File: src/rtl/exp_batch_driver.sv
// Batches operands through an external exponential core: operand FIFO -> one-at-a-time
// core handshake with a per-operand timeout -> result FIFO, results kept in operand order.
module exp_batch_driver #(
  parameter int unsigned IN_DEPTH  = 4,
  parameter int unsigned OUT_DEPTH = 4,
  parameter int unsigned TIMEOUT   = 64
) (
  input  logic        clk,
  input  logic        rst,
  input  logic        in_valid,
  input  logic [15:0] in_data,
  output logic        in_ready,
  output logic        out_valid,
  output logic [17:0] out_data,
  input  logic        out_ready,
  output logic        exp_start,
  output logic [15:0] exp_x,
  input  logic        exp_done,
  input  logic [17:0] exp_result,
  output logic        busy,
  output logic        timeout_err,
  input  logic        clear_err
);

  localparam int unsigned XW  = 16;
  localparam int unsigned RW  = 18;
  localparam int unsigned IAW = $clog2(IN_DEPTH);
  localparam int unsigned OAW = $clog2(OUT_DEPTH);
  localparam int unsigned ICW = IAW + 1;
  localparam int unsigned OCW = OAW + 1;
  localparam int unsigned CW  = $clog2(TIMEOUT) + 1;

  localparam logic [1:0] IDLE      = 2'd0;
  localparam logic [1:0] ISSUE     = 2'd1;
  localparam logic [1:0] WAIT_ACK  = 2'd2;
  localparam logic [1:0] WAIT_DONE = 2'd3;

  logic [1:0]     state;
  logic [1:0]     state_next;
  logic           timeout_hit;
  logic [CW-1:0]  cnt;

  logic [XW-1:0]  in_mem [IN_DEPTH];
  logic [IAW-1:0] in_wr;
  logic [IAW-1:0] in_rd;
  logic [ICW-1:0] in_cnt;

  logic [RW-1:0]  out_mem [OUT_DEPTH];
  logic [OAW-1:0] out_wr;
  logic [OAW-1:0] out_rd;
  logic [OCW-1:0] out_cnt;

  logic in_push;
  logic in_pop;
  logic out_push;
  logic out_pop;
  logic start_ok;

  // The pop in ISSUE frees a slot on the same edge, so a full FIFO still accepts then.
  assign in_pop    = (state == ISSUE);
  assign in_ready  = (in_cnt != ICW'(IN_DEPTH)) || in_pop;
  assign in_push   = in_valid && in_ready;
  assign out_push  = (state == WAIT_DONE) && exp_done;
  assign out_valid = (out_cnt != '0);
  assign out_pop   = out_valid && out_ready;
  assign out_data  = out_valid ? out_mem[out_rd] : '0;
  assign exp_start = in_pop;
  assign busy      = (state != IDLE);
  assign start_ok  = (in_cnt != '0) && (out_cnt < OCW'(OUT_DEPTH)) && exp_done;

  // Next-state decode
  always_comb begin
    state_next  = state;
    timeout_hit = 1'b0;
    case (state)
      IDLE:      if (start_ok) state_next = ISSUE;
      ISSUE:     state_next = WAIT_ACK;
      WAIT_ACK: begin
        if (!exp_done) begin
          state_next = WAIT_DONE;
        end else if (cnt == CW'(TIMEOUT - 1)) begin
          state_next  = IDLE;
          timeout_hit = 1'b1;
        end
      end
      WAIT_DONE: begin
        if (exp_done) begin
          state_next = IDLE;
        end else if (cnt == CW'(TIMEOUT - 1)) begin
          state_next  = IDLE;
          timeout_hit = 1'b1;
        end
      end
      default:   state_next = IDLE;
    endcase
  end

  always_ff @(posedge clk or posedge rst) begin
    if (rst) state <= IDLE;
    else     state <= state_next;
  end

  // Cycles spent waiting on the core for the current operand
  always_ff @(posedge clk or posedge rst) begin
    if (rst)                                          cnt <= '0;
    else if (state == WAIT_ACK || state == WAIT_DONE) cnt <= cnt + CW'(1);
    else                                              cnt <= '0;
  end

  // Operand latched as ISSUE is entered and held for the whole transaction
  always_ff @(posedge clk or posedge rst) begin
    if (rst)                        exp_x <= '0;
    else if (state == IDLE && start_ok) exp_x <= in_mem[in_rd];
  end

  always_ff @(posedge clk or posedge rst) begin
    if (rst)              timeout_err <= 1'b0;
    else if (timeout_hit) timeout_err <= 1'b1;
    else if (clear_err)   timeout_err <= 1'b0;
  end

  always_ff @(posedge clk) begin
    if (in_push) in_mem[in_wr] <= in_data;
  end

  always_ff @(posedge clk or posedge rst) begin
    if (rst) begin
      in_wr  <= '0;
      in_rd  <= '0;
      in_cnt <= '0;
    end else begin
      if (in_push) in_wr <= in_wr + IAW'(1);
      if (in_pop)  in_rd <= in_rd + IAW'(1);
      case ({in_push, in_pop})
        2'b10:   in_cnt <= in_cnt + ICW'(1);
        2'b01:   in_cnt <= in_cnt - ICW'(1);
        default: in_cnt <= in_cnt;
      endcase
    end
  end

  always_ff @(posedge clk) begin
    if (out_push) out_mem[out_wr] <= exp_result;
  end

  always_ff @(posedge clk or posedge rst) begin
    if (rst) begin
      out_wr  <= '0;
      out_rd  <= '0;
      out_cnt <= '0;
    end else begin
      if (out_push) out_wr <= out_wr + OAW'(1);
      if (out_pop)  out_rd <= out_rd + OAW'(1);
      case ({out_push, out_pop})
        2'b10:   out_cnt <= out_cnt + OCW'(1);
        2'b01:   out_cnt <= out_cnt - OCW'(1);
        default: out_cnt <= out_cnt;
      endcase
    end
  end

endmodule

File: config.mk
export PLATFORM = sky130hd
export DESIGN_NAME = exp_batch_driver
export DESIGN_NICKNAME = d
export VERILOG_FILES = /design/src/rtl/exp_batch_driver.sv
export SDC_FILE = /design/constraint.sdc
export NUM_CORES = 1
export LEC_CHECK = 0
export BUFFER_PORTS_ARGS = -buffer_cell sky130_fd_sc_hd__buf_4
export CORE_ASPECT_RATIO = 0.6
export CORE_UTILIZATION = 52
export CTS_CLUSTER_SIZE = 30
export DETAILED_ROUTE_END_ITERATION = 10
export MAX_ROUTING_LAYER = met4
export PLACE_DENSITY_LB_ADDON = 0.08
export SETUP_SLACK_MARGIN = 0.2
export SLEW_MARGIN = 20
export SYNTH_ARGS = -nofsm -noshare
export SYNTH_HDL_FRONTEND = slang
export SYNTH_SLANG_ARGS = --single-unit
File: constraint.sdc
create_clock -name clk -period 1.8 [get_ports clk]
set_input_delay 0 -clock clk [delete_from_list [all_inputs] [get_ports clk]]
set_output_delay 0 -clock clk [all_outputs]
set_load 0.1 [all_outputs]
# == Yosys cells after proc, flatten, opt, wreduce, memory -nomap -nowiden ==
# Memories as Yosys holds them, arrays and structs flattened. A register that Yosys moved wholly into a read port is not among the register bits.
# Index checks and enable logic that the tools add are counted.
# totals
reg_bits,24
ram_bits,136
out_inout_bits,39
n_memories,2
# mem_list
memory,depth,word_bits,rd,rd_ports_with_merged_regs,wr,line,text
out_mem,4,18,1,0,1,48,logic [RW-1:0] out_mem [OUT_DEPTH];
in_mem,4,16,1,1,1,43,logic [XW-1:0] in_mem [IN_DEPTH];
# op_classes
addsub,9
n_lt_le_gt_ge,1
n_eq_ne,10
muxes,19
n_reduce_logical,15
# op_table
op,count
18-bit 2-to-1 mux,1
3-bit one-hot mux with 2 select lines,2
1-bit 2-to-1 mux,9
"2-bit by 1-bit adder with 2-bit output, second input constant",4
"2-bit == test, second input constant",4
2-bit 2-to-1 mux,4
2-bit one-hot mux with 4 select lines,1
2-bit nonzero test,4
"7-bit by 1-bit adder with 7-bit output, second input constant",1
"7-bit by 6-bit == test with 1-bit output, second input constant",1
7-bit 2-to-1 mux,1
"3-bit by 1-bit adder with 3-bit output, second input constant",2
"2-bit by 1-bit == test with 1-bit output, second input constant",3
1-bit logical AND,6
3-bit nonzero test,2
"3-bit by 1-bit subtractor with 3-bit output, second input constant",2
"3-bit less-than comparator, second input constant",1
"3-bit != test, second input constant",1
2-bit logical NOT,1
1-bit logical OR,2
"2-bit != test, second input constant",1
1-bit one-hot mux with 2 select lines,1

# == Logic depth before layout (Yosys ltp) ==
# Gate-level depths: netlist (run 1).
# depth
depth_word,5
depth_mapped,9

# == Least setup slack after synthesis (run 1) ==
# OpenSTA, ideal clock, no wires.
# synth_timing
path_kind,register to register
from,reg state[0]
to,mem in_mem[0][0] (enable)
setup_ps,321
arrival_time_ps,2271
path_slack_ps,-793
path_stages_with_launch,5
path_buffers,1
cell_sequence,dfrtp_1 > or2b_1 > buf_2 > nand3_1 > and3_1
# synth_between
elab_chain_cells,5
# synth_lines
item,line,text
"start, declared",38,logic [1:0] state;
"start signal, assigned",100,else state <= state_next;
2-bit by 1-bit == test with 1-bit output,60,assign in_pop = (state == ISSUE);
1-bit logical OR,61,assign in_ready = (in_cnt != ICW'(IN_DEPTH)) || in_pop;
via in_ready,12,"output logic in_ready,"
1-bit logical AND,62,assign in_push = in_valid && in_ready;
1-bit 2-to-1 mux,123,if (in_push) in_mem[in_wr] <= in_data;
1-bit 2-to-1 mux (implied by the code),123,
"end, declared",43,
# The timed path passes the listed nets, and every way through them passes these cells.

# == Worst setup path in the final report (run 1) ==
# layout_timing
from,reg out_rd[0]
to,out out_data[10]
# layout_between
elab_chain_cells,2
# layout_lines
item,line,text
"start, declared",50,logic [OAW-1:0] out_rd;
"start signal, assigned",153,if (out_pop) out_rd <= out_rd + OAW'(1);
memory 4 x 18 bit,--,
18-bit 2-to-1 mux,66,assign out_data = out_valid ? out_mem[out_rd] : '0;
"end, declared",14,"output logic [17:0] out_data,"
# Every way passes these cells.

==> run metrics, run 1 <==
Worst Skew=0.01179 ns; Total Routing Usage GR=a little under a quarter; setup ws final=-0.1312 ns; clk sinks=176; vias in the first global route=around 4100; DP HPWL=approximately 7.9 mm; pin count of the biggest net entering global routing=34; Critical Path End Type=output port; post-synthesis mux area share=between 10% and 20%; combinational family with the most area after synthesis=multiplexers; f_max=517.8 MHz; WL/cell=19.76 um; Final Cycle Share=107.3%; DRT Pass-1 Iters=5; synthesized cell area=~6900 sq um; core footprint=12930 sq um; ant diodes=0; Final Hold Fails=0; die outline area=about 14000 sq um; adder and majority gate portion of the synthesized area=2.384%; DP Cell Count=609; clk slew on worst S/H paths=roughly 0.070 ns; CP Launch Point=out_rd[0]$_DFFE_PP0P_; initial DRC count=190; Final Non-Filler Cells=a little over 700; vias per cell=roughly 5.3; Hold Path Origin=exp_done; crit path DAT=between 1.5 and 2 ns; Data required, critical path=1.80 ns; fin crit period=1.931 ns; WS Path Type=register to output port; Synth Net Count=412; Final Max Slew Viols=0; post-synthesis sequential area ratio=73.41%; final setup fails=20; DRC Markers=0; Nets=589; RSZ-0062 raised after global routing=yes; Max Cap Viol=0; normalized max-slew margin=between 70 and 80%; final wirelength=~14 mm; gp weighted congestion=0.7449; CTS tree=done; Synth Area in XOR/XNOR=1.644%; Root Buffer=clkbuf_16; Syn Area/Cell=19.24 sq um; antenna viol nets, final=0; Die H=around 91 um; post-synthesis compound-gate area fraction=1.337%; htree depth=4; initial antenna violation count=0; # IOs=79; Longest Clk Path Bufs=2; via count=3833; I/O Buffers=78; initial core utilization=53.56%; CP max FO=5; FP Rows=32; GRT overflow=0; Hold Path Class=primary input to register; Reg2Reg Launch Point=out_cnt[2]$_DFFE_PP0P_; total CTS buffers=17; Area Overhead vs Synth=42.34%; first-pass GRT wire length=22.54 mm; failing checks=negative setup slack; Die Span X=151 um; layout cells sized above 1=around half; crit path launch type=register; #FFs+latches synth=~180; Unique masters post-synth=34; outcome=finished with violations; Slew @ Worst Pin=0.3774 ns; Worst-Skew Late Latency=0.42 ns; cell count after synthesis=360; Synth Warn #=0; simple logic cell fraction of the synthesized area=5.564%
==> final timing paths <==
kind                                                to  slack [ns]  cells after the start
worst max register to register  out_cnt[2]$_DFFE_PP0P_       -0.08                      8
max in group asynchronous        out_rd[0]$_DFFE_PP0P_        1.24                      4
worst min-delay path              state[0]$_DFFE_PP0P_        0.04                      4
worst max-delay path                      out_data[10]       -0.13                      5
worst min register to register        cnt[0]$_DFF_PP0_        0.47                      1
min in group asynchronous         exp_x[3]$_DFFE_PP0P_        0.08                      3
==> cells by family after synthesis <==
kind of cell | after synthesis
buffers and inverters | 27
xor gates and xnor gates | 13
muxes | 52
adders and majority gates | 12
and+or+nand+nor | 66
AOI/OAI and AO/OA | 14
DFF | 176
==> routing by layer <==
| metal | GRT usage [%] | share of wire, % | vias to the layer above |
|---|---|---|---|
| li1 | - | - | 1733 |
| met1 | 33.76 | 49 | 2004 |
| met2 | 33.45 | 46 | 89 |
| met3 | 6.583 | 4.1 | 7 |
| met4 | 4.250 | 0.51 | 0 |
| met5 | - | 0 | - |
==> stage by stage <==
step | hold WS (ns) | instance area [sq um] | setup TNS (ns) | utilization (%) | setup WS, ns
finish | 0.04094 | 9859 | -1.914 | 76.24 | -0.1312
global route | 0.04995 | 9859 | -3.205 | 76.24 | -0.1922
CTS | 0.001040 | 9757 | -2.035 | 75.45 | -0.1428
detailed placement | -0.04429 | 7933 | 0 | 61.34 | 0.002530
global placement | -0.04552 | 7933 | 0 | 61.34 | 0.06171
floorplan | 0.09887 | 7049 | -1.103 | - | -0.1114
==> critical path: stages, from the launching register on <==
cell and delay, ns:
dfrtp_2 0.39, buf_4 0.14, buf_16 0.13, mux4_2 0.50
and2_4 0.18, buf_12 0.16
==> repair_timing <==
item	4_1_cts	5_1_grt
hold buffers	37	0
endpoints found under the setup margin	178	108
endpoints found under the hold margin	178	0
buffers inserted	27	8
resized for setup	118	9
cloned	7	0
pin swaps	6	8
==> area by class of cell <==
class,instances,area [sq um]
Clock inverter,14,131.4
Inverter,13,52.55
Fill cell,718,3073
Multi-Input combinational cell,157,1944
Clock buffer,18,439.2
Timing Repair Buffer,172,1993
Sequential cell,176,5086
Tap cell,170,212.7
==> layout by cell type (no fill, tap or decap), types with 2 or more instances in the layout <==
cell type | Yosys | layout
edfxtp_1 | 136 | 136
buf_4 | 0 | 80
dfrtp_1 | 40 | 39
dlygate4sd3_1 | 0 | 37
mux4_2 | 34 | 34
buf_12 | 0 | 34
and2_4 | 0 | 25
mux2_4 | 0 | 17
clkbuf_16 | 0 | 17
buf_6 | 1 | 13
inv_1 | 13 | 10
ha_1 | 10 | 9
nor2_1 | 9 | 8
inv_6 | 0 | 7
xnor2_1 | 7 | 6
xor2_1 | 6 | 6
nand3_1 | 7 | 6
buf_16 | 0 | 6
nand2_1 | 5 | 5
a21oi_1 | 4 | 4
and3_4 | 0 | 4
inv_8 | 0 | 4
nor3_2 | 0 | 3
o21a_1 | 3 | 3
o21ai_0 | 3 | 3
nand2b_1 | 2 | 2
and3_1 | 6 | 2
clkinvlp_4 | 0 | 2
fa_2 | 0 | 2
clkinv_4 | 0 | 2
buf_8 | 0 | 2
==> state kept, by name, indices dropped and copies added, names as in the netlist <==
register	flops
exp_x	16
in_mem	64
cnt	7
out_mem	72
out_cnt	3
in_wr	2
in_cnt	3
state	2
out_rd	2
out_wr	2
in_rd	2
timeout_err	1
==> synth_stat cells <==
library cell  number  area [sq um]
nand3_1            7         35.03
nand2b_1           2         12.51
nor4_4             1         21.27
and2_1            26         162.7
dfrtp_1           40          1001
inv_1             13         48.80
xnor2_1            7         61.31
or2b_1             1         7.510
mux2i_1            1         10.01
a211oi_1           1         7.510
a211o_2            1         10.01
or2_4              1         8.760
clkbuf_1           5         18.77
nor3_1             4         20.02
a21oi_1            4         20.02
o21bai_1           1         7.510
or3_1              2         12.51
fa_1               2         40.04
nand2_1            5         18.77
xor2_1             6         52.55
o21ai_0            3         15.01
edfxtp_1         136          4084
and3_1             6         37.54
buf_1              1         3.750
o32a_1             1         10.01
mux2_2            17         191.4
and3_2             1         7.510
o21a_1             3         22.52
buf_6              1         11.26
nor2_1             9         33.78
ha_1              10         125.1
mux4_2            34         765.7
or3_2              1         7.510
buf_2              7         35.03
Power of run 1 is not shown: default switching activity piles up to over one toggle a cycle in this logic, so the estimate is an artifact.
==> inputs of run 2 (changes only) <==
--- a/config.mk
+++ b/config.mk
@@ -11,7 +11,7 @@
 export CTS_CLUSTER_SIZE = 30
 export DETAILED_ROUTE_END_ITERATION = 10
 export MAX_ROUTING_LAYER = met4
-export PLACE_DENSITY_LB_ADDON = 0.08
+export PLACE_DENSITY = 0.75
 export SETUP_SLACK_MARGIN = 0.2
 export SLEW_MARGIN = 20
 export SYNTH_ARGS = -nofsm -noshare
==> run 2 against run 1 <==
Register-to-register slack better by 0.04 ns. Sequential share of layout area grew 1.7 points. Die area stayed put. Count of clock-buffer cells in the layout is 1 higher. Design area decreased by 3.2%. Global-route usage shrank 2.3 points. Clock skew is 0.00061 ns higher. Hold slack improved by 0.0097 ns. The run still ends with negative setup slack left. Fmax increased by 1.5%. Core utilization shrank 2.4 points. Cell count shrank 2.6%.
==> run metrics, run 2 (same netlist as run 1, synthesis figures left out) <==
Max Cap Viol=0 (unchanged); Worst-Skew Late Latency=0.41 ns (was 0.42 ns); vias in the first global route=4000 (was 4116); Die Span X=151 um (unchanged); Biggest register=out_mem (unchanged); die outline area=13800 sq um (unchanged); WL/cell=19.12 um (was 19.76 um); vias per cell=5.321 (was 5.324); Hold Path Origin=out_ready (was exp_done); first-pass GRT wire length=20.47 mm (was 22.54 mm); pin count of the biggest net entering global routing=41 (was 34); Final Max Slew Viols=0 (unchanged); max reg flops=72 (unchanged); Worst Reg-to-Reg Cells=8 (unchanged); Placement Setup Slack=-0.004538 ns (was 0.002530 ns); most common cell after layout, fill and taps aside=edfxtp_1 (unchanged); core footprint=12930 sq um (unchanged); FP Rows=32 (unchanged); initial antenna violation count=0 (unchanged); Final Hold Fails=0 (unchanged); f_max=525.8 MHz (was 517.8 MHz); Final Cycle Share=105.7% (was 107.3%); Die H=91.40 um (unchanged); GRT overflow=0 (unchanged); Total Routing Usage GR=21.03% (was 23.31%); antenna viol nets, final=0 (unchanged); initial DRC count=257 (was 190); R2R Setup Slk=-0.04 ns (was -0.08 ns); DRC Markers=0 (unchanged); multi-input logic area=1958 sq um (was 1944 sq um); failing checks=negative setup slack (unchanged); Largest regs=out_mem (72), in_mem (64), exp_x (16) (unchanged); DRT Pass-1 Iters=4 (was 5); setup ws final=-0.1020 ns (was -0.1312 ns); most frequent cells in the layout=edfxtp_1, buf_4, dfrtp_1 (unchanged); crit path launch type=register (unchanged); # IOs=79 (unchanged); clk sinks=176 (unchanged); CP max FO=5 (unchanged); WS Path Type=register to output port (unchanged); ant diodes=0 (unchanged); register area=5086 sq um (unchanged); Filler Cell Count=739 (was 718); initial core utilization=53.56% (unchanged); outcome=finished with violations (unchanged); I/O Buffers=78 (unchanged); CTS tree=done (unchanged); final setup fails=20 (unchanged); Root Buffer=clkbuf_16 (unchanged); Slew @ Worst Pin=0.5543 ns (was 0.3774 ns); Data required, critical path=1.80 ns (about the same); total CTS buffers=17 (unchanged); htree depth=4 (unchanged); Reg2Reg Launch Point=out_cnt[2]$_DFFE_PP0P_ (unchanged); final wirelength=13.40 mm (was 14.23 mm); hold path cells=4 (unchanged); Longest Clk Path Bufs=2 (unchanged); crit path DAT=1.90 ns (was 1.93 ns); clk slew on worst S/H paths=0.06 ns (was 0.07 ns); Nets=570 (was 589); WHS Endpoint=out_rd[0]$_DFFE_PP0P_ (was state[0]$_DFFE_PP0P_); normalized max-slew margin=63.05% (was 74.68%); fin crit period=1.902 ns (was 1.931 ns); Area Overhead vs Synth=37.79% (was 42.34%); Hold Path Class=primary input to register (unchanged); layout cells sized above 1=46.14% (was 48.55%); Critical R2R Capture=out_cnt[2]$_DFFE_PP0P_ (unchanged); setup_tns=-1.005 ns (was -1.914 ns); via count=3730 (was 3833); Worst Skew=0.01240 ns (was 0.01179 ns); Critical Path End Type=output port (unchanged); RSZ-0062 raised after global routing=yes (unchanged); DP HPWL=7.717 mm (was 7.866 mm); gp weighted congestion=0.7653 (was 0.7449)
## run 2: metal layers
metal	vias up	routed length [um]	global-route usage [%]	share of wire, %
li1	1700	-	-	-
met2	71	6694	33.37	50
met3	10	364	3.719	2.7
met1	1949	6238	27.93	47
met4	0	106	6.583	0.79
met5	-	0	-	0
## run 2: through the flow
step	hold WS, ns	instances	utilization (%)	cell area, sq um
finish	0.05064	701	73.80	9544
global route	0.04752	701	73.80	9544
CTS	0.02258	687	72.15	9330
detailed placement	0.1757	610	61.30	7928
global placement	0.1703	610	61.30	7928
floorplan	0.09887	360	-	7049
## run 2: critical path, cell delays in order, from the launching register on
cell     delay [ns]
dfrtp_2        0.44
buf_12         0.13
buf_16         0.11
mux4_2         0.50
and2_4         0.17
buf_12         0.16
## run 2: cell type report
class                           count  area share, %
Sequential cell                   176          53.29
Multi-Input combinational cell    159          20.52
Clock inverter                     13          1.586
Inverter                           13         0.5506
Timing Repair Buffer              151          17.19
Clock buffer                       19          4.641
Tap cell                          170          2.229
## run 2: worst max-delay path by stage
stage | depth (start not counted) | endpoint | from | slack (ns)
2_1_floorplan | 4 | exp_x[0]$_DFFE_PP0P_ | state[0]$_DFFE_PP0P_ | -0.11
3_3_place_gp | 8 | out_cnt[2]$_DFFE_PP0P_ | out_cnt[1]$_DFFE_PP0P_ | 0.06
3_5_place_dp | 8 | out_cnt[2]$_DFFE_PP0P_ | out_cnt[1]$_DFFE_PP0P_ | -0.005
4_1_cts | 5 | out_data[13] | out_rd[0]$_DFFE_PP0P_ | -0.12
5_1_grt | 5 | out_data[8] | out_rd[0]$_DFFE_PP0P_ | -0.16
6_report | 5 | out_data[9] | out_rd[0]$_DFFE_PP0P_ | -0.10
## run 2: what timing repair did
action                                  4_1_cts  5_1_grt
hold buffers                                 38        0
pin swaps                                     0       19
gates cloned                                  1        4
gates resized for setup                      95       11
buffers inserted                              6       10
endpoints found under the hold margin       178        0
endpoints found under the setup margin      178      106
Power of run 2 is left out for the same reason.
==> inputs of run 3 (changes only) <==
==> constraint.sdc (replaced) <==
create_clock -name clk -period 1.6 [get_ports clk]
set_input_delay 0 -clock clk [delete_from_list [all_inputs] [get_ports clk]]
set_output_delay 0 -clock clk [all_outputs]
set_load 0.1 [all_outputs]
==> run 3 against run 2 <==
The run still ends with negative setup slack left. Register-to-register slack lost 0.28 ns. Design area grew 4.6%. Critical path type unchanged. Core utilization grew 3.4 points. Critical endpoint unchanged.
==> run metrics, run 3 (same netlist as run 1, synthesis figures left out) <==
crit path DAT=1.92 ns (was 1.90 ns); Area Overhead vs Synth=44.15% (was 37.79%); RSZ-0062 raised after global routing=yes (unchanged); Final Util=77.21% (was 73.80%); normalized max-slew margin=62.96% (was 63.05%); DRC Markers=0 (unchanged); most frequent cells in the layout=edfxtp_1, buf_4, buf_12 (was edfxtp_1, buf_4, dfrtp_1); CP most frequent cell=buf_12 (unchanged); initial DRC count=231 (was 257); f_max=521.5 MHz; die outline area=13800 sq um (unchanged); Die Span X=151 um (unchanged); Worst Skew=0.01037 ns (was 0.01240 ns); clk sinks=176 (unchanged); most common cell after layout, fill and taps aside=edfxtp_1 (unchanged); hold path cells=4 (unchanged); Biggest register=out_mem (unchanged); final setup fails=93 (was 20); WL/cell=20.41 um (was 19.12 um); setup_tns=-8.904 ns (was -1.005 ns); Largest regs=out_mem (72), in_mem (64), exp_x (16) (unchanged); CP max FO=6 (was 5); max reg flops=72 (unchanged); Slowest-stage cell, CP=mux4_2 (unchanged); initial antenna violation count=0 (unchanged); Hold Path Class=primary input to register (unchanged); Worst-Skew Late Latency=0.41 ns (about the same); failing checks=negative setup slack (unchanged); crit path cell chain=buf_12, buf_16, mux4_2, and2_4, buf_12 (unchanged); htree depth=4 (unchanged); Total Routing Usage GR=23.50% (was 21.03%); # IOs=79 (unchanged); I/O Buffers=78 (unchanged); vias per cell=5.308 (was 5.321); antenna viol nets, final=0 (unchanged); final hold slack=0.1077 ns (was 0.05064 ns); via count=3875 (was 3730); first-pass GRT wire length=22.56 mm (was 20.47 mm); Final Hold Fails=0 (unchanged); Nets=599 (was 570); Final Max Slew Viols=0 (unchanged); layout cells sized above 1=50.00% (was 46.14%); Critical Path End Type=output port (unchanged); Worst Reg-to-Reg Cells=8 (unchanged); Crit path largest cell delay=0.50 ns (about the same); outcome=finished with violations (unchanged); DRT Pass-1 Iters=6 (was 4); Data required, critical path=1.60 ns (was 1.80 ns); setup ws final=-0.3177 ns (was -0.1020 ns); gp weighted congestion=0.7517 (was 0.7653); Longest Clk Path Bufs=2 (unchanged); Final Cycle Share=119.9%; DP HPWL=7.728 mm (was 7.717 mm); core footprint=12930 sq um (unchanged); fin crit period=approximately 1.9 ns; crit path launch type=register (unchanged); total CTS buffers=17 (unchanged); R2R Setup Slk=-0.32 ns (was -0.04 ns); Die H=91.40 um (unchanged); WS Path Type=register to output port (unchanged); vias in the first global route=4160 (was 4000); Slew @ Worst Pin=0.5556 ns (was 0.5543 ns); GRT overflow=0 (unchanged); ant diodes=0 (unchanged); final wirelength=14.90 mm (was 13.40 mm); Max Cap Viol=0 (unchanged); Placement Setup Slack=-0.2185 ns (was -0.004538 ns); initial core utilization=53.56% (unchanged); pin count of the biggest net entering global routing=41 (unchanged); clk slew on worst S/H paths=0.07 ns (was 0.06 ns); CTS tree=done (unchanged); Root Buffer=clkbuf_16 (unchanged); FP Rows=32 (unchanged)
-- run 3: cell types whose count changed in the layout (fill, tap and decap cells not counted), moves of 3 or more --
cell,before,now
buf_4,79,84
xnor2_1,7,4
clkinv_1,1,4
buf_6,3,14
xnor2_2,0,3
buf_12,27,42
-- run 3: per-layer routing --
| layer | GRT usage, % | up-vias | wire length, um | share of wire (%) |
|---|---|---|---|---|
| met2 | 36.93 | 96 | 7712 | 52 |
| li1 | - | 1757 | - | - |
| met1 | 31.72 | 2005 | 6423 | 43 |
| met4 | 7.583 | 0 | 171 | 1.1 |
| met5 | - | - | 0 | 0 |
| met3 | 3.769 | 17 | 594 | 4.0 |
-- run 3: critical path: cells and delay by family (launching register included) --
family	cells	cell delay [ns]
multiplexers	1	0.50
buffers and inverters	3	0.40
flip-flops	1	0.43
AND/OR/NAND/NOR	1	0.17
-- run 3: area by class of cell --
cell class,count,area [sq um]
multi-input cells,157,2008
clock buffers,18,429.2
fillers,665,2948
well taps,170,212.7
repair buffers,182,2100
clock inverters,14,91.34
flip-flops and latches,176,5087
inverters,13,56.30
-- run 3: repair_timing --
action	in CTS	in global routing
buffers inserted	24	7
endpoints found under the hold margin	179	0
cloned	3	0
pin swaps	28	6
hold buffers	39	0
setup endpoints to repair	181	187
gates resized for setup	113	10
-- run 3: worst paths after layout --
path	start	endpoint
max in group asynchronous	rst	in_cnt[1]$_DFFE_PP0P_
worst min register to register	cnt[0]$_DFF_PP0_	cnt[0]$_DFF_PP0_
worst max register to register	out_cnt[0]$_DFFE_PP0P_	out_cnt[2]$_DFFE_PP0P_
min in group asynchronous	rst	exp_x[7]$_DFFE_PP0P_
worst max-delay path	out_rd[0]$_DFFE_PP0P_	out_data[9]
worst min-delay path	in_valid	in_cnt[2]$_DFFE_PP0P_
-- run 3: per-stage QoR --
| stage | cells | cell area [sq um] |
|---|---|---|
| CTS | 723 | 9884 |
| detailed placement | 625 | 8132 |
| global placement | 625 | 8132 |
| finish | 730 | 9985 |
| floorplan | 360 | 7071 |
| global route | 730 | 9985 |
Power of run 3 is left out for the same reason.
